$ cat config.mk
export PLATFORM = sky130hd
export DESIGN_NAME = traffic_light_monitor
export DESIGN_NICKNAME = d
export VERILOG_FILES = /design/src/rtl/traffic_light_monitor.sv
export SDC_FILE = /design/constraint.sdc
export NUM_CORES = 1
export LEC_CHECK = 0
export BUFFER_PORTS_ARGS = -buffer_cell sky130_fd_sc_hd__buf_2
export CORE_AREA = 2 2 82 84
export CTS_CLUSTER_DIAMETER = 100
export CTS_CLUSTER_SIZE = 40
export DETAILED_ROUTE_END_ITERATION = 6
export DIE_AREA = 0 0 84 86
export PLACE_DENSITY = 0.53
export SLEW_MARGIN = 15
export SYNTH_ARGS = -nofsm -noshare
export SYNTH_HDL_FRONTEND = slang
export SYNTH_SLANG_ARGS = --single-unit
$ cat constraint.sdc
create_clock -name clk -period 2.5 [get_ports clk]
set_input_delay 0 -clock clk [delete_from_list [all_inputs] [get_ports clk]]
set_output_delay 0 -clock clk [all_outputs]
set_load 0.005 [all_outputs]
$ cat src/rtl/traffic_light_monitor.sv
// Passive checker for the four-way intersection light bus.
// Decodes the N/S/E/W light codes into an eight-step phase, locks onto the
// rotation, and checks encoding legality, phase order and per-phase dwell.
// Errors are reported as sticky flags plus a one-cycle strobe; completed
// rotations are counted with saturation.
// Optional build macro TRAFFIC_LIGHT_MONITOR_COVER_EN adds the phase_seen
// coverage bitmask output.
module traffic_light_monitor #(
  parameter int unsigned GREEN_CYC  = 8,
  parameter int unsigned YELLOW_CYC = 4,
  parameter int unsigned CNT_W      = 4,
  parameter int unsigned RND_W      = 16
) (
  input  logic             clk,
  input  logic             reset,
  input  logic [2:0]       north,
  input  logic [2:0]       south,
  input  logic [2:0]       east,
  input  logic [2:0]       west,
  input  logic             err_clr,
  output logic             locked,
  output logic [2:0]       phase,
  output logic [RND_W-1:0] rounds,
  output logic             err_illegal,
  output logic             err_seq,
  output logic             err_dwell,
`ifdef TRAFFIC_LIGHT_MONITOR_COVER_EN
  output logic [7:0]       phase_seen,
`endif
  output logic             err_pulse
);

  localparam logic [2:0] CodeGreen  = 3'b001;
  localparam logic [2:0] CodeYellow = 3'b010;
  localparam logic [2:0] CodeRed    = 3'b100;

  localparam logic [CNT_W-1:0] GreenReq  = CNT_W'(GREEN_CYC);
  localparam logic [CNT_W-1:0] YellowReq = CNT_W'(YELLOW_CYC);
  localparam logic [CNT_W-1:0] CntOne    = CNT_W'(1);

  typedef enum logic [0:0] {StUnsync, StTrack} state_e;

  state_e           state_q, state_d;
  logic             locked_q, locked_d;
  logic [2:0]       phase_q, phase_d;
  logic             prev_vld_q, prev_vld_d;
  logic [CNT_W-1:0] cnt_q, cnt_d;
  logic [RND_W-1:0] rounds_q, rounds_d;
  logic [2:0]       flags_q, flags_d;
  logic             pulse_q, pulse_d;

  logic             smp_legal;
  logic [2:0]       smp_phase;
  logic [2:0]       phase_inc;
  logic [CNT_W-1:0] req;
  logic [CNT_W-1:0] req_p1;
  logic             set_ill;
  logic             set_seq;
  logic             set_dwell;
  logic [2:0]       set_vec;

`ifdef TRAFFIC_LIGHT_MONITOR_COVER_EN
  logic [7:0]       seen_q, seen_d;
  logic [7:0]       seen_set;
`endif

  function automatic logic code_ok(input logic [2:0] c);
    return (c == CodeGreen) || (c == CodeYellow) || (c == CodeRed);
  endfunction

  // Decode the current light sample into legality and phase number.
  always_comb begin
    logic nr_n, nr_s, nr_e, nr_w;
    logic all_ok;
    nr_n      = (north != CodeRed);
    nr_s      = (south != CodeRed);
    nr_e      = (east != CodeRed);
    nr_w      = (west != CodeRed);
    all_ok    = code_ok(north) && code_ok(south) && code_ok(east) && code_ok(west);
    smp_phase = 3'd0;
    // Exactly one non-red direction; all-red is illegal too.
    smp_legal = all_ok && ({2'b00, nr_n} + {2'b00, nr_s} + {2'b00, nr_e} + {2'b00, nr_w}
                           == 3'd1);
    if (nr_n) begin
      smp_phase = {2'd0, north == CodeYellow};
    end else if (nr_s) begin
      smp_phase = {2'd1, south == CodeYellow};
    end else if (nr_e) begin
      smp_phase = {2'd2, east == CodeYellow};
    end else if (nr_w) begin
      smp_phase = {2'd3, west == CodeYellow};
    end
  end

  // Required dwell of the phase currently being tracked (odd phases are yellow).
  always_comb begin
    req       = phase_q[0] ? YellowReq : GreenReq;
    req_p1    = req + CntOne;
    phase_inc = phase_q + 3'd1;
  end

  // Next-state logic for the sync FSM, dwell counter and rotation counter.
  always_comb begin
    state_d    = state_q;
    locked_d   = locked_q;
    phase_d    = phase_q;
    prev_vld_d = prev_vld_q;
    cnt_d      = cnt_q;
    rounds_d   = rounds_q;
    set_ill    = 1'b0;
    set_seq    = 1'b0;
    set_dwell  = 1'b0;
`ifdef TRAFFIC_LIGHT_MONITOR_COVER_EN
    seen_set   = 8'h00;
`endif
    unique case (state_q)
      StUnsync: begin
        if (smp_legal) begin
          phase_d    = smp_phase;
          prev_vld_d = 1'b1;
          // The very first legal sample after reset has nothing to compare to.
          if (prev_vld_q && (smp_phase != phase_q)) begin
            state_d  = StTrack;
            locked_d = 1'b1;
            cnt_d    = CntOne;
          end
        end
      end
      StTrack: begin
        if (!smp_legal) begin
          set_ill  = 1'b1;
          locked_d = 1'b0;
          state_d  = StUnsync;
        end else if (smp_phase == phase_q) begin
          if (cnt_q != req_p1) begin
            cnt_d = cnt_q + CntOne;
          end
          // Crossing into req+1 flags the overstay exactly once.
          if (cnt_q == req) begin
            set_dwell = 1'b1;
          end
        end else if (smp_phase == phase_inc) begin
          // A saturated count was already flagged when it overstayed.
          if ((cnt_q != req) && (cnt_q != req_p1)) begin
            set_dwell = 1'b1;
          end
          cnt_d   = CntOne;
          phase_d = smp_phase;
          if ((phase_q == 3'd7) && !(&rounds_q)) begin
            rounds_d = rounds_q + RND_W'(1);
          end
`ifdef TRAFFIC_LIGHT_MONITOR_COVER_EN
          seen_set[smp_phase] = 1'b1;
`endif
        end else begin
          set_seq  = 1'b1;
          locked_d = 1'b0;
          state_d  = StUnsync;
          phase_d  = smp_phase;
        end
      end
      default: begin
        state_d = StUnsync;
      end
    endcase
  end

  // Sticky error flags; a new error on the clearing edge takes priority.
  always_comb begin
    set_vec = {set_ill, set_seq, set_dwell};
    flags_d = (err_clr ? 3'b000 : flags_q) | set_vec;
    pulse_d = |(set_vec & (~flags_q | {3{err_clr}}));
`ifdef TRAFFIC_LIGHT_MONITOR_COVER_EN
    seen_d  = (err_clr ? 8'h00 : seen_q) | seen_set;
`endif
  end

  // State registers with asynchronous active-low reset.
  always_ff @(posedge clk or negedge reset) begin
    if (!reset) begin
      state_q    <= StUnsync;
      locked_q   <= 1'b0;
      phase_q    <= 3'd0;
      prev_vld_q <= 1'b0;
      cnt_q      <= '0;
      rounds_q   <= '0;
      flags_q    <= 3'b000;
      pulse_q    <= 1'b0;
    end else begin
      state_q    <= state_d;
      locked_q   <= locked_d;
      phase_q    <= phase_d;
      prev_vld_q <= prev_vld_d;
      cnt_q      <= cnt_d;
      rounds_q   <= rounds_d;
      flags_q    <= flags_d;
      pulse_q    <= pulse_d;
    end
  end

`ifdef TRAFFIC_LIGHT_MONITOR_COVER_EN
  // Coverage bitmask register.
  always_ff @(posedge clk or negedge reset) begin
    if (!reset) begin
      seen_q <= 8'h00;
    end else begin
      seen_q <= seen_d;
    end
  end

  assign phase_seen = seen_q;
`endif

  assign locked      = locked_q;
  assign phase       = phase_q;
  assign rounds      = rounds_q;
  assign err_illegal = flags_q[2];
  assign err_seq     = flags_q[1];
  assign err_dwell   = flags_q[0];
  assign err_pulse   = pulse_q;

endmodule

==> summary.md, run 1 <==
| Metric | Value |
|---|---|
| ANT cells | 0 |
| Critical path required time | 2.70 ns |
| RSZ-0062 raised after global routing | yes |
| Synthesized area | roughly 0.0019 sq mm |
| First-pass GRT wire length | between 7 and 8 mm |
| Port bufs | 38 |
| Io pins | 39 |
| Initial antenna violation count | 0 |
| Slew headroom | 54.3% |
| Fraction of layout cells with a size suffix above 1 | ~43% |
| Mean routed wirelength per cell | between 10 and 15 um |
| Reg2reg setup slack | roughly 0.090 ns |
| Rows | 29 |
| Worst-path clk slew | around 0.070 ns |
| Net Count, Synth | between 200 and 250 |
| Reg2reg path depth | 9 |
| WL final | 4.83 mm |
| Post-DRT Antenna Nets | 0 |
| Placed cell areas | between 0.002 and 0.0025 sq mm |
| Peak supply drop | approximately 0.20 mV |
| GRT Total Usage | 13.8% |
| DRC | 0 |
| Placer Congestion | 0.818 |
| Clk root buf | clkbuf_8 |
| Syn_area_per_cell | 9.97 sq um |
| Total internal power | around 0.00099 W |
| Vias in the first global route | 1710 |
| Number of flops mapped to enable cells by yosys | 0 |
| Fin nets | 291 |
| Failing checks | negative setup slack |
| Async S/R FF share, synth | 100% |
| GRT overflow | 0 |
| Sw frac | between 20% and 30% |
| DRT Pass-1 Iters | 4 |
| Combinational share of power | around 12% |
| P per Cell Area | 457 mW/mm^2 |
| Ys Warns | 0 |
| Crit. End Element | flop |
| Synthesized instance count | around 190 |
| P&R area growth vs syn | 48.0% |
| Worst reg2reg path endpoint | rounds[11] |
| H-tree depth | 2 |
| Synth Flop Type | dfrtp_1 |
| TritonCTS Buffers | 5 |
| Pleak | 1.33 nW |
| Die Width | 84 um |
| Outcome | finished with violations |
| Die Span Y | 86 um |
| Vias after detailed routing | roughly 1700 |
| Final instance area | 0.00276 sq mm |
| CORE AREA | roughly 0.0063 sq mm |
| Largest net degree at the start of global routing | 31 |
| Fin worst setup slack | -0.0216 ns |
| Slew at the pin with the worst max-slew slack | 0.685 ns |
| Starting DRC count in detailed routing | 59 |
| MaxCap Viol Count | 0 |
| Clock buffer depth | 2 |
| Arrival @ worst endpoint | 2.72 ns |
| Sw power | approximately 0.00027 W |
| Hold Path Class | in2async |
| Hold Fails Final Rpt | 0 |
| Critical path class | in2reg |
| Avg Vias per Cell | slightly above 5 |
| Layout Skew | between 0.006 and 0.007 ns |
| Number of distinct library cells after synthesis | 44 |
| Crit start category | input pin |
| Final Cycle Share | 101% |
| Max frequency | between 300 and 400 MHz |
| Clk pwr share | a little under 50% |
| Final core occ | 44.0% |
| R2r startpoint | phase[1] |
| Finish-stage setup viols | 3 |
| Worst Path Max Fanout | 4 |
| #FFs+latches synth | 30 |
| Clk sinks | 30 |
| Slew Viols, Final | 0 |
| Hpwl dp | 3.47 mm |
| Register share of total power | 39.1% |
| Die area | 0.00722 sq mm |
| Minimum clock period | ~2.5 ns |
| Worst skew pair latency | 0.28 ns |
| CTS tree | done |
| Sequential-to-total area share from yosys stat | approximately 40% |
| Starting Density | slightly below 30% |
==> repair_timing <==
action | 4_1_cts | 5_1_grt
hold buffers | 2 | 0
setup endpoints to repair | 25 | 25
buffers inserted | 5 | 2
hold endpoints to repair | 33 | 0
pin swaps | 1 | 5
gates resized for setup | 13 | 12
==> placed cells by master, fill, tap and decap left out, types with 3 or more instances in the layout <==
master,count
buf_2,35
buf_4,33
dfrtp_1,30
nand4_1,14
nand2_1,14
xnor2_1,11
inv_1,10
o21ai_0,9
xor2_1,8
ha_1,6
clkbuf_8,6
nor2_1,5
a21oi_1,5
and3_1,5
a31oi_1,4
mux2_2,4
buf_6,4
nor3b_4,3
nor2b_1,3
nand3_1,3
nor4_4,3
==> layout make-up <==
| type | count | area (sq um) |
|---|---|---|
| Clock inverter | 2 | 60.1 |
| Tap cell | 77 | 96.3 |
| Inverter | 12 | 45.0 |
| Timing Repair Buffer | 75 | 503 |
| Multi-Input combinational cell | 143 | 1220 |
| Sequential cell | 30 | 751 |
| Fill cell | 600 | 3520 |
| Clock buffer | 6 | 82.6 |
==> stage by stage <==
step	instances	hold WS, ns	worst slack, ns	setup TNS [ns]	power [W]
6_report	345	0.296	-0.0216	-0.0523	0.00126
5_1_grt	345	0.326	-0.170	-2.65	0.00132
4_1_cts	343	0.302	-0.0222	-0.0710	0.00127
3_5_place_dp	328	0.0902	-0.513	-9.60	0.000636
3_3_place_gp	328	0.0886	-0.427	-8.36	0.000635
2_1_floorplan	187	-0.296	-0.377	-6.05	0.000564
==> synth_stat cells (2+ instances only) <==
library cell	count	area, sq um
nor3_1	2	10.0
xnor2_1	11	96.3
nor2b_1	3	18.8
nor4_1	3	18.8
buf_2	2	10.0
nor2_1	7	26.3
nor4_2	2	25.0
a21oi_1	6	30.0
o32ai_1	3	26.3
or3_1	2	12.5
and3_1	5	31.3
and4b_2	2	22.5
xor2_1	8	70.1
a31oi_1	6	37.5
nand3_1	3	15.0
o31ai_1	2	15.0
o211ai_1	2	15.0
a22oi_1	2	15.0
nand2_1	15	56.3
dfrtp_1	30	751
nor3b_2	2	25.0
mux2_2	5	56.3
o21ai_0	10	50.1
inv_1	12	45.0
nor3b_1	3	22.5
ha_1	8	100
nand4_1	14	87.6
==> power by group through the flow <==
stage                     Combinational [W]  Sequential, W  Clock, W
after global routing               0.000171       0.000492  0.000655
after CTS                          0.000148       0.000492  0.000635
after detailed placement           0.000135       0.000501         0
after global placement             0.000134       0.000501         0
after floorplan                   0.0000623       0.000501         0
final                              0.000153       0.000492  0.000615
==> worst max-delay path, stage by stage <==
cell and delay (ns):
buf_8 0.10, nor3b_4 0.21, inv_2 0.07, fa_1 0.55, ha_2 0.19, ha_4 0.19
nor2_2 0.10, nand4_1 0.15, or4_4 0.49, nor2_4 0.10, and4b_2 0.29, a41oi_2 0.11
a31oi_1 0.17
==> cells by family after synthesis <==
group                    synth area share [%]
AO/OA/AOI/OAI                            14.0
AND/OR/NAND/NOR                          23.9
adder cells (fa/ha/maj)                  6.44
flip-flops                               40.3
multiplexers                             3.56
buffers and inverters                    2.95
XOR/XNOR                                 8.93
==> worst max path at each step <==
stage / endpoint / startpoint / cells past startpoint / slack (ns)
final: cnt_q[3] / south[1] / 13 / -0.02
after global routing: rounds[11] / south[1] / 13 / -0.17
after CTS: cnt_q[3] / south[1] / 13 / -0.02
after detailed placement: rounds[13] / west[1] / 13 / -0.51
after global placement: cnt_q[3] / west[1] / 13 / -0.43
after floorplan: rounds[11] / south[1] / 12 / -0.38
==> per-layer routing <==
metal | track usage, % | vias up | part of all wire (%)
met2 | 22.1 | 27 | 48
li1 | - | 864 | -
met3 | 3.18 | 8 | 3.0
met4 | 4.40 | 0 | 1.2
met1 | 18.6 | 844 | 48
met5 | 0 | - | 0
==> sequential cells by signal, indices dropped and copies added (netlist names) <==
| signal | count |
|---|---|
| state_q | 1 |
| err_pulse | 1 |
| cnt_q | 4 |
| phase | 3 |
| locked | 1 |
| flags_q | 3 |
| rounds | 16 |
| prev_vld_q | 1 |
No activity file was read; power rests on OpenSTA's default activity.
==> run 2, diff against run 1 <==
--- a/config.mk
+++ b/config.mk
@@ -12,6 +12,7 @@
 export DETAILED_ROUTE_END_ITERATION = 6
 export DIE_AREA = 0 0 84 86
 export PLACE_DENSITY = 0.53
+export SKIP_CTS_REPAIR_TIMING = 1
 export SLEW_MARGIN = 15
 export SYNTH_ARGS = -nofsm -noshare
 export SYNTH_HDL_FRONTEND = slang
==> run 2 against run 1 <==
  * The run still ends with negative setup slack left
  * Worst setup slack worse by 0.15 ns
  * Via count shrank 1.2%
  * Register-to-register slack about the same
  * Non-clock buffer count fell by 1
  * Clock-buffer cell count did not move
  * Total power up 0.12%
  * Largest power group unchanged
==> summary.md, run 2 (synthesized netlist as in run 1, its figures left out) <==
| Metric | Value |
|---|---|
| Outcome | finished with violations |
| Failing checks | negative setup slack |
| CP Capture Point | cnt_q[3] |
| Worst Path Max Fanout | 4 |
| Reg2reg setup slack | 0.08 ns |
| Mean routed wirelength per cell | 13.5 um |
| DRT Pass-1 Iters | 4 |
| CORE AREA | 0.00628 sq mm |
| P per Cell Area | 466 mW/mm^2 |
| CTS tree | done |
| Die Width | 84 um |
| Vias after detailed routing | 1722 |
| GRT Total Usage | 13.2% |
| Crit start category | input pin |
| Slew Viols, Final | 0 |
| Commonest non-fill, non-tap cells in the layout | 35 x buf_2, 33 x buf_4, 30 x dfrtp_1, 14 x nand4_1, 14 x nand2_1 |
| Slew at the pin with the worst max-slew slack | 0.679 ns |
| Fin worst setup slack | -0.167 ns |
| Place WS | -0.513 ns |
| ANT cells | 0 |
| Critical path required time | 2.70 ns |
| Minimum clock period | 2.67 ns |
| WL final | 4.64 mm |
| Hold Fails Final Rpt | 0 |
| Most common cell after layout, fill and taps aside | buf_2 |
| Fin nets | 290 |
| Clk pwr share | 48.9% |
| Post-DRT Antenna Nets | 0 |
| Sw frac | between 20% and 30% |
| GRT overflow | 0 |
| Arrival @ worst endpoint | 2.87 ns |
| Final cell count without fillers | 344 |
| Placer Congestion | 0.818 |
| Vias in the first global route | 1650 |
| Rows | 29 |
| Reg2reg path depth | 9 |
| Port bufs | 38 |
| Avg Vias per Cell | 5.01 |
| Worst-path cell chain | buf_6, nor3b_4, inv_2, fa_1, ha_2, ha_4, nor2_2, nand4_1, buf_4, or4_4, nor2_4, and4b_2, a41oi_1, a31oi_1 |
| Worst-path clk slew | 0.07 ns |
| Register share of total power | approximately 39% |
| First-pass GRT wire length | 7.58 mm |
| Hold Path Class | in2async |
| Critical path class | in2reg |
| Worst reg2reg path endpoint | rounds[13] |
| Peak supply drop | ~0.21 mV |
| Hold_ws | 0.292 ns |
| Starting Density | a little under 30% |
| Sw power | 0.000275 W |
| DRC | 0 |
| Die area | 0.00722 sq mm |
| Total internal power | 0.000986 W |
| Clk root buf | clkbuf_8 |
| Crit. End Element | flop |
| Combinational share of power | about an eighth |
| RSZ-0062 raised after global routing | yes |
| Critical path's largest stage delay | ~0.55 ns |
| Hpwl dp | 3.47 mm |
| R2r startpoint | phase[1] |
| Clock buffer depth | 2 |
| P&R area growth vs syn | 45.3% |
| H-tree depth | 2 |
| Worst skew pair latency | 0.28 ns |
| Initial antenna violation count | 0 |
| Io pins | 39 |
| Slowest CP cell | fa_1 |
| Clk sinks | 30 |
| Slew headroom | 54.7% |
| Die Span Y | 86 um |
| Layout Skew | between 0.005 and 0.006 ns |
| Starting DRC count in detailed routing | 49 |
| Finish-stage setup viols | 14 |
| MaxCap Viol Count | 0 |
| Largest net degree at the start of global routing | 31 |
| Number of flip-flops in the largest register | 16 |
| Crit. Startpoint | south[0] |
| TritonCTS Buffers | 5 |
| Fraction of layout cells with a size suffix above 1 | 43.1% |
| Pleak | 1.29 nW |
| Placed Cells | 328 |
| Final Cycle Share | 107% |
| Max frequency | approximately 370 MHz |
## run 2: per-layer routing
| layer | wire length [um] | track usage [%] | part of all wire [%] | up-vias |
|---|---|---|---|---|
| met5 | 0 | 0 | 0 | - |
| met4 | 56 | 4.25 | 1.2 | 0 |
| li1 | - | - | - | 867 |
| met1 | 2310 | 17.8 | 50 | 814 |
| met3 | 168 | 3.37 | 3.6 | 8 |
| met2 | 2110 | 20.7 | 46 | 33 |
## run 2: worst min-delay path by stage
stage          startpoint         end  slack [ns]  cells past startpoint
3_3_place_gp        reset  rounds[10]        0.09                      1
3_5_place_dp        reset  rounds[10]        0.09                      1
4_1_cts             reset   rounds[8]       -0.22                      1
5_1_grt          north[0]    phase[0]        0.32                      4
6_report            reset   rounds[9]        0.29                      2
2_1_floorplan       reset    cnt_q[0]       -0.30                      0
## run 2: stage by stage
step / TNS [ns] / total power, W / instance area (sq um) / utilization [%]
final: -1.03 / 0.00126 / 2710 / 43.2
after global placement: -8.36 / 0.000635 / 2410 / 38.4
after CTS: -1.95 / 0.00126 / 2560 / 40.7
after global routing: -4.15 / 0.00132 / 2710 / 43.2
after detailed placement: -9.60 / 0.000636 / 2410 / 38.4
after floorplan: -6.05 / 0.000564 / 1930 / -
## run 2: area by class of cell
| class | count | area (sq um) |
|---|---|---|
| well taps | 77 | 96.3 |
| repair buffers | 74 | 488 |
| clock buffers | 6 | 82.6 |
| multi-input cells | 143 | 1190 |
| clock inverters | 2 | 60.1 |
| fillers | 612 | 3570 |
| inverters | 12 | 45.0 |
| flip-flops and latches | 30 | 751 |
## run 2: critical path: cells and delay by family
kind            cells  cell delay [ns]
compound gates      2             0.30
fa+ha+maj           3             0.93
buf+inv             3             0.34
simple gates        6             1.29
## run 2: power groups by stage
stage               Combinational [W]  Sequential [W]  Clock (W)
floorplan                   0.0000623        0.000501          0
global placement             0.000134        0.000501          0
detailed placement           0.000135        0.000501          0
CTS                          0.000136        0.000492   0.000635
global route                 0.000171        0.000492   0.000655
finish                       0.000153        0.000492   0.000617
==> run 3, diff against run 2 <==
--- a/config.mk
+++ b/config.mk
@@ -11,7 +11,6 @@
 export CTS_CLUSTER_SIZE = 40
 export DETAILED_ROUTE_END_ITERATION = 6
 export DIE_AREA = 0 0 84 86
-export PLACE_DENSITY = 0.53
 export SKIP_CTS_REPAIR_TIMING = 1
 export SLEW_MARGIN = 15
 export SYNTH_ARGS = -nofsm -noshare
==> run 3 against run 2 <==
  * The flow still finishes with violations (negative setup slack)
  * Total power fell by 18%
  * Global-route usage fell by 0.66 points
  * Clock skew rose by 0.0050 ns
  * Non-clock buffer count fell by 5
  * Highest routed layer unchanged
  * Final cell count fell by 1.5%
  * Design area fell by 3.6%
  * Clock power fell by 35%
  * Combinational power fell by 6%
  * Worst setup slack improved by 0.16 ns
  * Sequential power barely moved
  * Largest cell class unchanged
  * Die area did not move
  * Via count fell by 1.6%
==> summary.md, run 3 (synthesized netlist as in run 1, its figures left out) <==
| Metric | Value |
|---|---|
| Vias in the first global route | ~1600 |
| Final Cycle Share | 100% |
| Initial antenna violation count | 0 |
| Worst-path clk slew | ~0.070 ns |
| Most common cell after layout, fill and taps aside | buf_2 |
| Failing checks | negative setup slack |
| CORE AREA | 0.00628 sq mm |
| Die area | 0.00722 sq mm |
| Slowest CP cell | fa_1 |
| First-pass GRT wire length | 7.35 mm |
| Largest net degree at the start of global routing | 31 |
| ANT cells | 0 |
| Number of flip-flops in the largest register | 16 |
| DRT Pass-1 Iters | 4 |
| Clock buffer depth | 2 |
| P per Cell Area | 398 mW/mm^2 |
| Met1 Track Usage GR | 16.1% |
| Port bufs | 38 |
| Critical path required time | around 2.7 ns |
| Hold Fails Final Rpt | 0 |
| Finish-stage setup viols | 2 |
| Min-Delay Startpoint | south[1] |
| Post-route setup TNS | -0.00983 ns |
| CTS tree | done |
| Crit. End Element | flop |
| Max frequency | approximately 400 MHz |
| Die Width | 84 um |
| Grt met2 use | between 20% and 30% |
| H-tree depth | 2 |
| Io pins | 39 |
| Slew at the pin with the worst max-slew slack | between 0.6 and 0.7 ns |
| Die Span Y | 86 um |
| R2r startpoint | phase[0] |
| Fin worst setup slack | -0.00642 ns |
| Hpwl dp | 3.35 mm |
| Rows | 29 |
| Avg Vias per Cell | 5.00 |
| GRT overflow | 0 |
| WL final | ~4.3 mm |
| Slew headroom | 54.8% |
| Pleak | 1.25 nW |
| Final core occ | 41.6% |
| Commonest non-fill, non-tap cells in the layout | 36 x buf_2, 30 x dfrtp_1, 27 x buf_4, 14 x nand4_1, 14 x nand2_1 |
| Worst skew pair latency | 0.28 ns |
| Reg2reg path depth | 9 |
| M3 GR Usage | roughly 3.8% |
| DRC | 0 |
| Layout Skew | 0.0104 ns |
| Starting DRC count in detailed routing | 56 |
| Critical path's largest stage delay | between 0.5 and 0.6 ns |
| Starting Density | ~30% |
| Hold EP | phase[1] |
| CP top delay family | simple AND/OR/NAND/NOR gates |
| Placer Congestion | between 0.7 and 0.8 |
| Fraction of layout cells with a size suffix above 1 | 40.5% |
| Reg2reg setup slack | 0.15 ns |
| MaxCap Viol Count | 0 |
| Minimum clock period | 2.51 ns |
| Vias after detailed routing | 1694 |
| Arrival @ worst endpoint | 2.70 ns |
| Buf+Inv Stages, Crit Path | 2 |
| TritonCTS Buffers | 5 |
| Post-DRT Antenna Nets | 0 |
| RSZ-0062 raised after global routing | yes |
| Pwr Total | ~0.0010 W |
| GRT Total Usage | 12.5% |
| Worst-path cell chain | buf_6, nor3b_4, inv_2, fa_1, ha_2, ha_4, nor2_4, nand4_1, nor4_2, nand2_1, or4_4, nor4_4, xor2_1 |
| Critical path class | in2reg |
| P&R area growth vs syn | 40.0% |
| Mean routed wirelength per cell | 12.6 um |
| Crit start category | input pin |
| Outcome | finished with violations |
| Fin nets | 285 |
| Hold path depth | 5 |
| Clk root buf | clkbuf_8 |
| Worst Path Max Fanout | 4 |
| Hold Path Class | in2reg |
| Clk sinks | 30 |
| Worst reg2reg path endpoint | rounds[11] |
| Gr busiest metal | met2 |
| Peak supply drop | 0.266 mV |
| Slew Viols, Final | 0 |
run 3: layout make-up:
type | instances | area, sq um
Fill cell | 646 | 3670
Inverter | 12 | 45.0
Timing Repair Buffer | 69 | 448
Multi-Input combinational cell | 143 | 1170
Sequential cell | 30 | 751
Clock buffer | 6 | 82.6
Tap cell | 77 | 96.3
Clock inverter | 2 | 12.5
run 3: worst min-delay path: cells and delay by family:
family	cells	cell delay (ns)
buf+inv	2	0.24
mux	1	0.14
compound gates	1	0.11
simple gates	1	0.04
run 3: worst max-delay path by stage:
stage                        start         end  depth (start not counted)
after floorplan           south[1]  rounds[11]                         12
after global placement     west[1]  rounds[11]                         13
after detailed placement   west[1]  rounds[11]                         13
after CTS                  west[1]  rounds[11]                         13
after global routing      south[1]  rounds[15]                         13
final                     south[1]  rounds[11]                         13
run 3: where the power goes:
part / total (W) / internal (W) / switching [W]
clock network: 0.000403 / 0.000221 / 0.000183
registers: 0.000492 / 0.000489 / 0.00000326
logic: 0.000144 / 0.0000681 / 0.0000757
run 3: per-layer routing:
metal | wire length [um] | part of all wire (%) | vias up
met1 | 2000 | 47 | 798
li1 | - | - | 853
met3 | 190 | 4.4 | 7
met4 | 48 | 1.1 | 0
met5 | 0 | 0 | -
met2 | 2030 | 48 | 36
run 3: through the flow:
| step | cell area [sq um] | setup WS (ns) | hold slack [ns] | std cells |
|---|---|---|---|---|
| after floorplan | 1930 | -0.377 | -0.296 | 187 |
| after global placement | 2400 | -0.395 | 0.0712 | 326 |
| after detailed placement | 2400 | -0.473 | 0.0813 | 326 |
| after CTS | 2490 | -0.185 | -0.226 | 334 |
| after global routing | 2610 | -0.203 | 0.317 | 339 |
| final | 2610 | -0.00642 | 0.285 | 339 |
